`src/rtl/ldpc_dec_waddr_gen_pkg.sv`:
```
// Shared types, base matrix and address table for the LDPC decoder shift-RAM
// read/write address generators.
package ldpc_dec_waddr_gen_pkg;

    localparam int cC_MAX    = 1;
    localparam int cNODE_MAX = 1;
    localparam int cLLR_MAX  = 1;
    localparam int cZ_MAX    = 4;
    localparam int cT_MAX    = 3;
    localparam int cADDR_W   = 8;

    localparam int cT_W    = (cT_MAX > 1) ? $clog2(cT_MAX) : 1;
    localparam int cZ_W    = (cZ_MAX > 1) ? $clog2(cZ_MAX) : 1;
    localparam int cSELA_W = (cLLR_MAX > 1) ? $clog2(cLLR_MAX) : 1;

    typedef logic [cADDR_W-1:0] mem_addr_t;
    typedef logic [cSELA_W-1:0] mem_sela_t;
    typedef logic [cT_W-1:0]    tcnt_t;
    typedef logic [cZ_W-1:0]    zcnt_t;

    // Base matrix row per check block; negative entries are empty blocks
    localparam int cHB [cC_MAX][cNODE_MAX*cT_MAX] = '{'{0, -1, 3}};

    // Word rotation per block; entries of empty blocks are don't-care
    localparam int cSHIFT [cC_MAX][cNODE_MAX][cT_MAX] = '{'{'{0, 1, 3}}};

    typedef struct packed {
        logic      mask;
        zcnt_t     shift;
        mem_sela_t sela;
    } addr_tab_t;

    function automatic addr_tab_t get_addr_tab(int c, int n, int t, int llra);
        addr_tab_t tab;
        tab.mask  = (cHB[c][n*cT_MAX + t] < 0);
        tab.shift = zcnt_t'(cSHIFT[c][n][t] % cZ_MAX);
        tab.sela  = mem_sela_t'((cSHIFT[c][n][t] + llra) % cLLR_MAX);
        return tab;
    endfunction

endpackage

```
`src/rtl/ldpc_dec_wcnt.sv`:
```
// Column-block / word counter pair with precomputed done and zero flags.
// Loop order: permutated (z outer, t inner) or linear (t outer, z inner).
module ldpc_dec_wcnt
    import ldpc_dec_waddr_gen_pkg::*;
#(
    parameter int unsigned pZ = cZ_MAX,
    parameter int unsigned pT = cT_MAX
) (
    input  logic  iclk,
    input  logic  ireset,
    input  logic  iclkena,
    input  logic  iclear,
    input  logic  iincr,
    input  logic  iperm,
    output tcnt_t otcnt,
    output zcnt_t ozcnt,
    output logic  ot_zero,
    output logic  oz_zero,
    output logic  olast,
    output logic  ot_inc,
    output logic  ot_wrap
);

    localparam tcnt_t cT_PRE = tcnt_t'((pT > 1) ? pT - 2 : 0);
    localparam zcnt_t cZ_PRE = zcnt_t'((pZ > 1) ? pZ - 2 : 0);
    localparam logic  cT_ONE = (pT == 1);
    localparam logic  cZ_ONE = (pZ == 1);

    tcnt_t t_q, t_d;
    zcnt_t z_q, z_d;
    logic  t_done_q, t_done_d, t_zero_q, t_zero_d;
    logic  z_done_q, z_done_d, z_zero_q, z_zero_d;
    logic  t_step, z_step;

    always_ff @(posedge iclk) begin
        if (ireset) begin
            t_q      <= '0;
            z_q      <= '0;
            t_done_q <= cT_ONE;
            t_zero_q <= 1'b1;
            z_done_q <= cZ_ONE;
            z_zero_q <= 1'b1;
        end else if (iclkena) begin
            t_q      <= t_d;
            z_q      <= z_d;
            t_done_q <= t_done_d;
            t_zero_q <= t_zero_d;
            z_done_q <= z_done_d;
            z_zero_q <= z_zero_d;
        end
    end

    always_comb begin
        t_d      = t_q;
        z_d      = z_q;
        t_done_d = t_done_q;
        t_zero_d = t_zero_q;
        z_done_d = z_done_q;
        z_zero_d = z_zero_q;
        t_step   = 1'b0;
        z_step   = 1'b0;
        if (iclear) begin
            t_d      = '0;
            z_d      = '0;
            t_done_d = cT_ONE;
            t_zero_d = 1'b1;
            z_done_d = cZ_ONE;
            z_zero_d = 1'b1;
        end else if (iincr) begin
            // The inner counter always steps; the outer one only on inner wrap
            t_step = iperm | z_done_q;
            z_step = ~iperm | t_done_q;
            if (t_step) begin
                if (t_done_q) begin
                    t_d      = '0;
                    t_done_d = cT_ONE;
                    t_zero_d = 1'b1;
                end else begin
                    t_d      = t_q + 1'b1;
                    t_done_d = (t_q == cT_PRE);
                    t_zero_d = 1'b0;
                end
            end
            if (z_step) begin
                if (z_done_q) begin
                    z_d      = '0;
                    z_done_d = cZ_ONE;
                    z_zero_d = 1'b1;
                end else begin
                    z_d      = z_q + 1'b1;
                    z_done_d = (z_q == cZ_PRE);
                    z_zero_d = 1'b0;
                end
            end
        end
    end

    assign otcnt   = t_q;
    assign ozcnt   = z_q;
    assign ot_zero = t_zero_q;
    assign oz_zero = z_zero_q;
    assign olast   = t_done_q & z_done_q;
    assign ot_inc  = t_step & ~t_done_q;
    assign ot_wrap = t_step & t_done_q;

endmodule

```
`src/rtl/ldpc_dec_waddr_gen.sv`:
```
// LDPC decoder write-back address generator: two-stage pipeline producing
// shift-RAM write addresses, enables and inverse-shift selects.
module ldpc_dec_waddr_gen
    import ldpc_dec_waddr_gen_pkg::*;
#(
    parameter int unsigned pC             = 1,
    parameter int unsigned pLLR_BY_CYCLE  = 1,
    parameter int unsigned pNODE_BY_CYCLE = 1,
    parameter int unsigned pZ             = 4,
    parameter int unsigned pT             = 3,
    parameter int unsigned pADDR_W        = 8
) (
    input  logic               iclk,
    input  logic               ireset,
    input  logic               iclkena,
    input  logic               iclear,
    input  logic               ival,
    input  logic               iload_mode,
    input  logic               ic_nv_mode,
    output logic [pADDR_W-1:0] oaddr [pC][pLLR_BY_CYCLE][pNODE_BY_CYCLE],
    output mem_sela_t          osela [pC][pLLR_BY_CYCLE][pNODE_BY_CYCLE],
    output logic               owen  [pC][pNODE_BY_CYCLE],
    output tcnt_t              otcnt,
    output zcnt_t              ozcnt,
    output logic               odone
);

    localparam logic [cZ_W:0] cZ_VAL = (cZ_W + 1)'(pZ);

    tcnt_t              tcnt;
    zcnt_t              zcnt;
    logic               t_zero, z_zero, last, t_inc, t_wrap, perm;
    logic               unused_z_zero;
    logic [pADDR_W-1:0] tbase_q;

    assign perm          = ic_nv_mode & ~iload_mode;
    assign unused_z_zero = z_zero;

    ldpc_dec_wcnt #(
        .pZ (pZ),
        .pT (pT)
    ) u_wcnt (
        .iclk    (iclk),
        .ireset  (ireset),
        .iclkena (iclkena),
        .iclear  (iclear),
        .iincr   (ival),
        .iperm   (perm),
        .otcnt   (tcnt),
        .ozcnt   (zcnt),
        .ot_zero (t_zero),
        .oz_zero (z_zero),
        .olast   (last),
        .ot_inc  (t_inc),
        .ot_wrap (t_wrap)
    );

    // Running t*pZ, kept in step with the t counter
    always_ff @(posedge iclk) begin
        if (ireset) begin
            tbase_q <= '0;
        end else if (iclkena) begin
            if (iclear | t_wrap) begin
                tbase_q <= '0;
            end else if (t_inc) begin
                tbase_q <= tbase_q + pADDR_W'(pZ);
            end
        end
    end

    // Stage 1: table lookup, valid and mask
    addr_tab_t          tab_d   [pC][pLLR_BY_CYCLE][pNODE_BY_CYCLE];
    logic               val1_q, last1_q, load1_q, perm1_q;
    tcnt_t              t1_q;
    zcnt_t              z1_q;
    logic [pADDR_W-1:0] tbase1_q;
    zcnt_t              shift1_q [pC][pNODE_BY_CYCLE];
    logic               mask1_q  [pC][pNODE_BY_CYCLE];
    mem_sela_t          sela1_q  [pC][pLLR_BY_CYCLE][pNODE_BY_CYCLE];

    always_comb begin
        for (int unsigned c = 0; c < pC; c++) begin
            for (int unsigned l = 0; l < pLLR_BY_CYCLE; l++) begin
                for (int unsigned n = 0; n < pNODE_BY_CYCLE; n++) begin
                    tab_d[c][l][n] = get_addr_tab(c, n, int'(tcnt), l);
                end
            end
        end
    end

    always_ff @(posedge iclk) begin
        if (ireset) begin
            val1_q   <= 1'b0;
            last1_q  <= 1'b0;
            load1_q  <= 1'b0;
            perm1_q  <= 1'b0;
            t1_q     <= '0;
            z1_q     <= '0;
            tbase1_q <= '0;
            for (int unsigned c = 0; c < pC; c++) begin
                for (int unsigned n = 0; n < pNODE_BY_CYCLE; n++) begin
                    shift1_q[c][n] <= '0;
                    mask1_q[c][n]  <= 1'b0;
                    for (int unsigned l = 0; l < pLLR_BY_CYCLE; l++) begin
                        sela1_q[c][l][n] <= '0;
                    end
                end
            end
        end else if (iclkena) begin
            // A word coinciding with iclear is dropped
            val1_q   <= ival & ~iclear;
            last1_q  <= last;
            load1_q  <= iload_mode;
            perm1_q  <= perm;
            t1_q     <= tcnt;
            z1_q     <= zcnt;
            tbase1_q <= t_zero ? '0 : tbase_q;
            for (int unsigned c = 0; c < pC; c++) begin
                for (int unsigned n = 0; n < pNODE_BY_CYCLE; n++) begin
                    shift1_q[c][n] <= tab_d[c][0][n].shift;
                    mask1_q[c][n]  <= tab_d[c][0][n].mask;
                    for (int unsigned l = 0; l < pLLR_BY_CYCLE; l++) begin
                        sela1_q[c][l][n] <= perm ? tab_d[c][l][n].sela : mem_sela_t'(l);
                    end
                end
            end
        end
    end

    // Stage 2: mod-add (shift < pZ and z < pZ, so one subtract suffices)
    logic [cZ_W:0]      sum_d  [pC][pNODE_BY_CYCLE];
    zcnt_t              zoff_d [pC][pNODE_BY_CYCLE];
    logic [pADDR_W-1:0] addr_d [pC][pLLR_BY_CYCLE][pNODE_BY_CYCLE];
    logic               wen_d  [pC][pNODE_BY_CYCLE];

    always_comb begin
        for (int unsigned c = 0; c < pC; c++) begin
            for (int unsigned n = 0; n < pNODE_BY_CYCLE; n++) begin
                sum_d[c][n]  = {1'b0, z1_q} + {1'b0, shift1_q[c][n]};
                zoff_d[c][n] = (sum_d[c][n] >= cZ_VAL) ? zcnt_t'(sum_d[c][n] - cZ_VAL)
                                                       : zcnt_t'(sum_d[c][n]);
                wen_d[c][n]  = val1_q & (load1_q | ~mask1_q[c][n]);
                for (int unsigned l = 0; l < pLLR_BY_CYCLE; l++) begin
                    addr_d[c][l][n] = tbase1_q + pADDR_W'(perm1_q ? zoff_d[c][n] : z1_q);
                end
            end
        end
    end

    logic [pADDR_W-1:0] addr_q [pC][pLLR_BY_CYCLE][pNODE_BY_CYCLE];
    mem_sela_t          sela_q [pC][pLLR_BY_CYCLE][pNODE_BY_CYCLE];
    logic               wen_q  [pC][pNODE_BY_CYCLE];
    tcnt_t              tcnt_q;
    zcnt_t              zcnt_q;
    logic               done_q;

    always_ff @(posedge iclk) begin
        if (ireset) begin
            tcnt_q <= '0;
            zcnt_q <= '0;
            done_q <= 1'b0;
            for (int unsigned c = 0; c < pC; c++) begin
                for (int unsigned n = 0; n < pNODE_BY_CYCLE; n++) begin
                    wen_q[c][n] <= 1'b0;
                    for (int unsigned l = 0; l < pLLR_BY_CYCLE; l++) begin
                        addr_q[c][l][n] <= '0;
                        sela_q[c][l][n] <= '0;
                    end
                end
            end
        end else if (iclkena) begin
            tcnt_q <= t1_q;
            zcnt_q <= z1_q;
            done_q <= val1_q & last1_q;
            wen_q  <= wen_d;
            addr_q <= addr_d;
            sela_q <= sela1_q;
        end
    end

    assign oaddr = addr_q;
    assign osela = sela_q;
    assign owen  = wen_q;
    assign otcnt = tcnt_q;
    assign ozcnt = zcnt_q;
    assign odone = done_q;

endmodule

```
`config.mk`:
```
export PLATFORM = sky130hd
export DESIGN_NAME = ldpc_dec_waddr_gen
export DESIGN_NICKNAME = d
export VERILOG_FILES = /design/src/rtl/ldpc_dec_waddr_gen_pkg.sv /design/src/rtl/ldpc_dec_wcnt.sv /design/src/rtl/ldpc_dec_waddr_gen.sv
export SDC_FILE = /design/constraint.sdc
export NUM_CORES = 1
export LEC_CHECK = 0
export ABC_CLOCK_PERIOD_IN_PS = 2000
export CAP_MARGIN = 40
export CORE_UTILIZATION = 50
export CTS_BUF_LIST = sky130_fd_sc_hd__clkbuf_16
export CTS_CLUSTER_SIZE = 40
export DETAILED_ROUTE_END_ITERATION = 16
export PLACE_DENSITY = 0.83
export SLEW_MARGIN = 25
export SYNTH_ARGS = -nofsm -noshare
export SYNTH_HDL_FRONTEND = slang
export SYNTH_HIERARCHICAL = 1
export SYNTH_SLANG_ARGS = --single-unit
```
`constraint.sdc`:
```
create_clock -name iclk -period 2 [get_ports iclk]
set_input_delay 0.6 -clock iclk [delete_from_list [all_inputs] [get_ports iclk]]
set_output_delay 0.6 -clock iclk [all_outputs]
set_load 0.05 [all_outputs]
```
==> key figures, run 1 <==
Run status
  – Status: finished with violations
  – Violations in the final reports: setup timing

Worst setup path
  – CP endpoint kind: flop
  – WP data arrival: 2.28 ns
  – Critical path fanouts, max: 4
  – Top delay family on crit path: simple AND/OR/NAND/NOR gates
  – Crit path cell chain: ha_2, xor2_1, nand2_1, xnor2_1, ha_1, a21oi_2, or4_1, a311oi_1
  – Critical path class: reg2reg
  – CP Data Required Time: 2.20 ns
  – CP startpoint kind: flop
  – Crit-path max cell delay: 0.40 ns
  – Crit-path slowest cell: or4_1
  – Worst Path Buf+Inv: 0

Routing
  – Initial drt markers: 97
  – Average vias per placed instance: 5.47
  – Post-Route WL: 4.30 mm
  – Routed Antenna Nets: 0
  – Residual DRC count: 0
  – Pre-Repair DR Iteration Count: 4
  – DR WL/cell: 14.2 um
  – Total number of vias: between 1500 and 2000

Power and ir drop
  – P_int: 0.00144 W
  – Clk pwr share: 41.9%
  – Switch share: 23.7%
  – Total power: 0.00189 W
  – Sw Pwr: ~0.00045 W
  – Cell area power density: 720 mW/mm^2
  – Lkg Pwr: 1.05 nW
  – Comb power frac: 9.0%
  – Seq pwr share: 49.1%
  – VDD IR-drop max: 0.473 mV

Layout
  – Commonest non-fill, non-tap cell in the layout: dfxtp_1
  – Design area: roughly 0.0026 sq mm
  – Final nets: 267
  – Cell Count, Final, Fillers Out: 302
  – Diodes inserted: 0
  – Area growth syn-to-layout: 26.8%
  – Filler cells: about 310
  – Share of layout cells above drive strength 1: roughly a quarter
  – Most frequent cells in the layout: dfxtp_1, buf_4, nor2_1

Global route
  – Vias in the first global route: 1601
  – First-pass GRT wire length: 7.25 mm
  – GRT Residual Overflow: 0
  – Initial antenna violation count: 0
  – GRT Util Overall: around 23%
  – Pin count of the biggest net entering global routing: 36

Floorplan
  – DIE AREA: 0.00441 sq mm
  – Rows: 23
  – Die W: roughly 66 um
  – Core Area: 0.00400 sq mm
  – Die height: approximately 66 um
  – I/O pin count: 22
  – Starting Density: between 50% and 60%

Place
  – Post-detailed-placement half-perimeter wirelength: 2.80 mm
  – I/O Buffers: 20
  – RD Place Congestion: approximately 0.82
  – Place WS: -0.562 ns
  – Placed Area: 0.00236 sq mm
  – Placed instance count: around 290

CTS
  – Clock Latency Late Sink: 0.29 ns
  – Root Driver: clkbuf_16
  – Clk sink count: 45
  – CTS Buf Count: 5
  – Bufs on Longest Clock Path: 2
  – Clock transition at path regs: 0.06 ns
  – H-tree levels: 2
  – CTS tree: done

STA
  – RSZ-0062 raised after global routing: true
  – Worst hold slack: roughly 0.47 ns
  – Final min period: between 2 and 2.5 ns
  – Final Cycle Share: 104%
  – Setup Skew: 0.00364 ns
  – Fmax: 481 MHz
  – Final Hold Fails: 0
  – Fin. max-slew vios: 0
  – Final Worst Setup Slack: -0.0781 ns
  – Final setup vio count: 3

Logic synthesis
  – Post-Syn Area: about 0.0021 sq mm
  – Synth Net Count: 230
  – Synth Instances: 214
  – Yosys warns: 6
  – Syn_area_per_cell: 9.68 sq um

Min path
  – Worst hold path class: reg2reg

Job
  – Max-cap viol count: 0
## layout make-up
| type | count | area [sq um] | share of cell area [%] |
|---|---|---|---|
| repair buffers | 40 | 323 | 12.3 |
| well taps | 50 | 62.6 | 2.38 |
| clock buffers | 5 | 125 | 4.76 |
| clock inverters | 3 | 15.0 | 0.572 |
| multi-input cells | 146 | 1120 | 42.6 |
| inverters | 13 | 48.8 | 1.86 |
| flip-flops and latches | 45 | 932 | 35.5 |
## power groups by stage
stage | Combinational (W) | Clock [W] | Sequential (W)
after floorplan | 0.0000853 | 0 | 0.000971
after global placement | 0.000154 | 0 | 0.000949
after detailed placement | 0.000157 | 0 | 0.000949
after CTS | 0.000165 | 0.000804 | 0.000929
after global routing | 0.000184 | 0.000835 | 0.000931
final | 0.000170 | 0.000792 | 0.000930
## worst register-to-register path, cell delays in order, from the launching register on
cell	delay [ns]
edfxtp_1	0.37
ha_2	0.18
xor2_1	0.12
nand2_1	0.12
xnor2_1	0.15
ha_1	0.31
a21oi_2	0.09
or4_1	0.40
a311oi_1	0.25
## layer usage
layer	global-route usage [%]	vias to the layer above	routed length (um)
met4	12.2	0	94
met3	5.34	8	172
met5	0	-	0
met2	39.9	42	2120
met1	25.2	774	1910
li1	-	828	-
## what timing repair did
item | CTS | global route
pin swaps | 5 | 12
hold buffers | 0 | 0
setup buffers | 2 | 1
endpoints found under the setup margin | 11 | 11
resized for setup | 11 | 13
cloned | 0 | 0
## state kept, by name, indices dropped and copies added, names as in the netlist
name and count:
last1_q 1, load1_q 1, mask1_q 1, oaddr 8, odone 1, otcnt 2
owen 1, ozcnt 2, perm1_q 1, shift1_q 2, t1_q 2, tbase1_q 7
tbase_q 6, u_wcnt/ot_zero 1, u_wcnt/otcnt 2, u_wcnt/ozcnt 2, u_wcnt/t_done_q 1, u_wcnt/z_done_q 1
val1_q 1, z1_q 2
## path summary, 6_finish.rpt
path | start | end | slack [ns] | depth (start not counted)
worst max-delay path | shift1_q[0][0] | oaddr[7] | -0.08 | 8
worst min-delay path | oaddr[7] | oaddr[7] | 0.47 | 2
worst max register to register | shift1_q[0][0] | oaddr[7] | -0.08 | 8
worst min register to register | oaddr[7] | oaddr[7] | 0.47 | 2
## stage by stage
step	TNS [ns]	utilization, %
after floorplan	0	-
after CTS	-0.232	64.1
final	-0.185	65.7
after detailed placement	-4.23	59.1
after global placement	-3.46	59.1
after global routing	-0.755	65.7
Note: power is estimated with default switching activity, not from simulation.
==> inputs of run 2 (changes only) <==
--- a/config.mk
+++ b/config.mk
@@ -5,13 +5,14 @@
 export SDC_FILE = /design/constraint.sdc
 export NUM_CORES = 1
 export LEC_CHECK = 0
+export ABC_AREA = 1
 export ABC_CLOCK_PERIOD_IN_PS = 2000
 export CAP_MARGIN = 40
 export CORE_UTILIZATION = 50
 export CTS_BUF_LIST = sky130_fd_sc_hd__clkbuf_16
 export CTS_CLUSTER_SIZE = 40
 export DETAILED_ROUTE_END_ITERATION = 16
-export PLACE_DENSITY = 0.83
+export PLACE_DENSITY = 0.82
 export SLEW_MARGIN = 25
 export SYNTH_ARGS = -nofsm -noshare
 export SYNTH_HDL_FRONTEND = slang
==> run 2 against run 1 <==
The flow still finishes with violations (setup timing); final cell count increased by 19%; routed wire length up 7.8%; critical endpoint is now oaddr[6]; fmax is 2.2% higher; power grew 9.3%; sequential cell count is the same; highest routed layer unchanged; clock power is 18% higher.
==> key figures, run 2 <==
Place
  – I/O Buffers: 20 (unchanged)
  – RD Place Congestion: 0.796 (was 0.821)
  – Post-detailed-placement half-perimeter wirelength: 3.12 mm (was 2.80 mm)
  – Placed instance count: 350 (was 291)

STA
  – Fmax: 492 MHz (was 481 MHz)
  – Final Worst Setup Slack: -0.0327 ns (was -0.0781 ns)
  – Setup Skew: 0.00654 ns (was 0.00364 ns)
  – Final Hold Fails: 0 (unchanged)
  – Final setup vio count: 1 (was 3)
  – Final min period: 2.03 ns (was 2.08 ns)
  – RSZ-0062 raised after global routing: true (unchanged)
  – Fin. max-slew vios: 0 (unchanged)
  – Setup TNS: -0.0327 ns (was -0.185 ns)
  – Final Cycle Share: 102% (was 104%)

Worst setup path
  – Critical path class: reg2reg (unchanged)
  – Top delay family on crit path: adder cells (was simple AND/OR/NAND/NOR gates)
  – Reg2Reg Launch Point: shift1_q[0][0] (unchanged)
  – Critical path fanouts, max: 3 (was 4)
  – Reg-to-Reg End: oaddr[6] (was oaddr[7])
  – R2r setup slk: -0.03 ns (was -0.08 ns)
  – Crit-path slowest cell: edfxtp_1 (was or4_1)
  – R2R depth: 11 (was 8)
  – CP endpoint kind: flop (unchanged)
  – WP data arrival: 2.21 ns (was 2.28 ns)
  – CP Data Required Time: 2.18 ns (was 2.20 ns)
  – Worst Path Buf+Inv: 2 (was 0)
  – Most common cell on crit path: nand2_1
  – CP startpoint kind: flop (unchanged)
  – Crit-path max cell delay: 0.38 ns (was 0.40 ns)
  – Crit path cell chain: ha_2, nand2_1, o21ai_2, ha_2, inv_1, fa_2, nor2_4, buf_4, a21oi_1, nand2_1, nand2_1 (was ha_2, xor2_1, nand2_1, xnor2_1, ha_1, a21oi_2, or4_1, a311oi_1)

Logic synthesis
  – Synth Net Count: 282 (was 230)
  – Syn_area_per_cell: 7.86 sq um (was 9.68 sq um)
  – Synth Instances: 266 (was 214)
  – Yosys warns: 6 (unchanged)
  – Post-Syn Area: 0.00209 sq mm (was 0.00207 sq mm)

Global route
  – Vias in the first global route: 1759 (was 1601)
  – Initial antenna violation count: 0 (unchanged)
  – Pin count of the biggest net entering global routing: 18 (was 36)
  – First-pass GRT wire length: 7.45 mm (was 7.25 mm)
  – GRT Residual Overflow: 0 (unchanged)
  – GRT Util Overall: 22.5% (was 22.8%)

Layout
  – Largest register FFs: 8 (unchanged)
  – Area growth syn-to-layout: 28.3% (was 26.8%)
  – Multi-input gate area: 0.00102 sq mm (was 0.00112 sq mm)
  – Filler cells: 306 (was 307)
  – Reg area: 931 sq um (was 932 sq um)
  – Cell Count, Final, Fillers Out: 360 (was 302)
  – Share of layout cells above drive strength 1: 25.2% (was 25.4%)
  – Final nets: 325 (was 267)
  – Commonest non-fill, non-tap cell in the layout: nand2_1 (was dfxtp_1)
  – Most frequent cells in the layout: nand2_1, inv_1, dfxtp_1 (was dfxtp_1, buf_4, nor2_1)
  – Diodes inserted: 0 (unchanged)

CTS
  – Clk sink count: 45 (unchanged)
  – Bufs on Longest Clock Path: 2 (unchanged)
  – H-tree levels: 2 (unchanged)
  – CTS Buf Count: 5 (unchanged)
  – Clock transition at path regs: 0.06 ns (about the same)
  – Root Driver: clkbuf_16 (unchanged)
  – CTS tree: done (unchanged)
  – Clock Latency Late Sink: 0.29 ns (about the same)

Floorplan
  – Die height: 66.7 um (was 66.4 um)
  – I/O pin count: 22 (unchanged)
  – Rows: 23 (unchanged)
  – Core Area: 0.00400 sq mm (unchanged)
  – Starting Density: 52.3% (was 51.8%)
  – Die W: 66.7 um (was 66.4 um)
  – DIE AREA: 0.00444 sq mm (was 0.00441 sq mm)

Min path
  – Hold Crit Start: oaddr[7] (unchanged)
  – Hold path cells: 2 (unchanged)
  – Worst hold path class: reg2reg (unchanged)
  – Worst Hold End: oaddr[7] (unchanged)

Power and ir drop
  – Total power: 0.00207 W (was 0.00189 W)
  – VDD IR-drop max: 0.342 mV (was 0.473 mV)
  – Lkg Pwr: 1.12 nW (was 1.05 nW)
  – Cell area power density: 771 mW/mm^2 (was 720 mW/mm^2)

Routing
  – DR WL/cell: 12.9 um (was 14.2 um)
  – Initial drt markers: 100 (was 97)
  – Total number of vias: 1828 (was 1652)
  – Pre-Repair DR Iteration Count: 4 (unchanged)
  – Average vias per placed instance: 5.08 (was 5.47)
  – Post-Route WL: 4.64 mm (was 4.30 mm)
  – Residual DRC count: 0 (unchanged)
  – Routed Antenna Nets: 0 (unchanged)

Run status
  – Violations in the final reports: setup timing (unchanged)
  – Status: finished with violations (unchanged)

Job
  – Max-cap viol count: 0 (unchanged)
## run 2: layout make-up
class / instances / share of cell area (%)
clock buffers: 5 / 4.66
inverters: 47 / 6.62
multi-input cells: 169 / 38.1
clock inverters: 3 / 1.59
well taps: 50 / 2.33
repair buffers: 41 / 12.0
flip-flops and latches: 45 / 34.7
## run 2: stage by stage
| step | setup WS (ns) | util (%) | hold WS [ns] | cell area [sq um] |
|---|---|---|---|---|
| floorplan | 0.00659 | - | 0.434 | 2090 |
| global placement | -0.205 | 60.5 | 0.438 | 2420 |
| detailed placement | -0.296 | 60.5 | 0.446 | 2420 |
| CTS | 0.00237 | 66.1 | 0.460 | 2650 |
| global route | -0.134 | 67.1 | 0.475 | 2680 |
| finish | -0.0327 | 67.1 | 0.456 | 2680 |
## run 2: worst max path at each step
stage,start,endpoint,slack [ns],cells after the start
2_1_floorplan,shift1_q[0][0],oaddr[6],0.007,11
3_3_place_gp,iload_mode,tbase_q[7],-0.20,11
3_5_place_dp,ic_nv_mode,tbase_q[6],-0.30,9
4_1_cts,shift1_q[0][0],oaddr[6],0.002,11
5_1_grt,shift1_q[0][0],oaddr[6],-0.13,11
6_report,shift1_q[0][0],oaddr[6],-0.03,11
## run 2: report_power, final
part / total, W / switching [W] / leakage [nW] / internal (W)
logic: 0.000196 / 0.000119 / 0.662 / 0.0000768
clock network: 0.000932 / 0.000345 / 0.0852 / 0.000587
registers: 0.000941 / 0.0000156 / 0.373 / 0.000925
## run 2: tightest hold or removal path, cell delays in order (launching register included)
cell     delay (ns)
dfxtp_1        0.31
nand2_1        0.06
o21ai_1        0.05
## run 2: timing repair
item                       4_1_cts  5_1_grt
setup endpoints to repair        5       12
setup buffers                    2        1
gates resized for setup         14        8
pin swaps                        8        9
hold buffers                     0        0
## run 2: routing by layer
metal,vias to the layer above,part of all wire [%],wire [um],global-route usage [%]
met5,-,0,0,0
met4,0,1.6,72,9.57
met2,41,48,2210,37.9
met1,838,47,2170,26.7
li1,943,-,-,-
met3,6,3.9,181,5.82
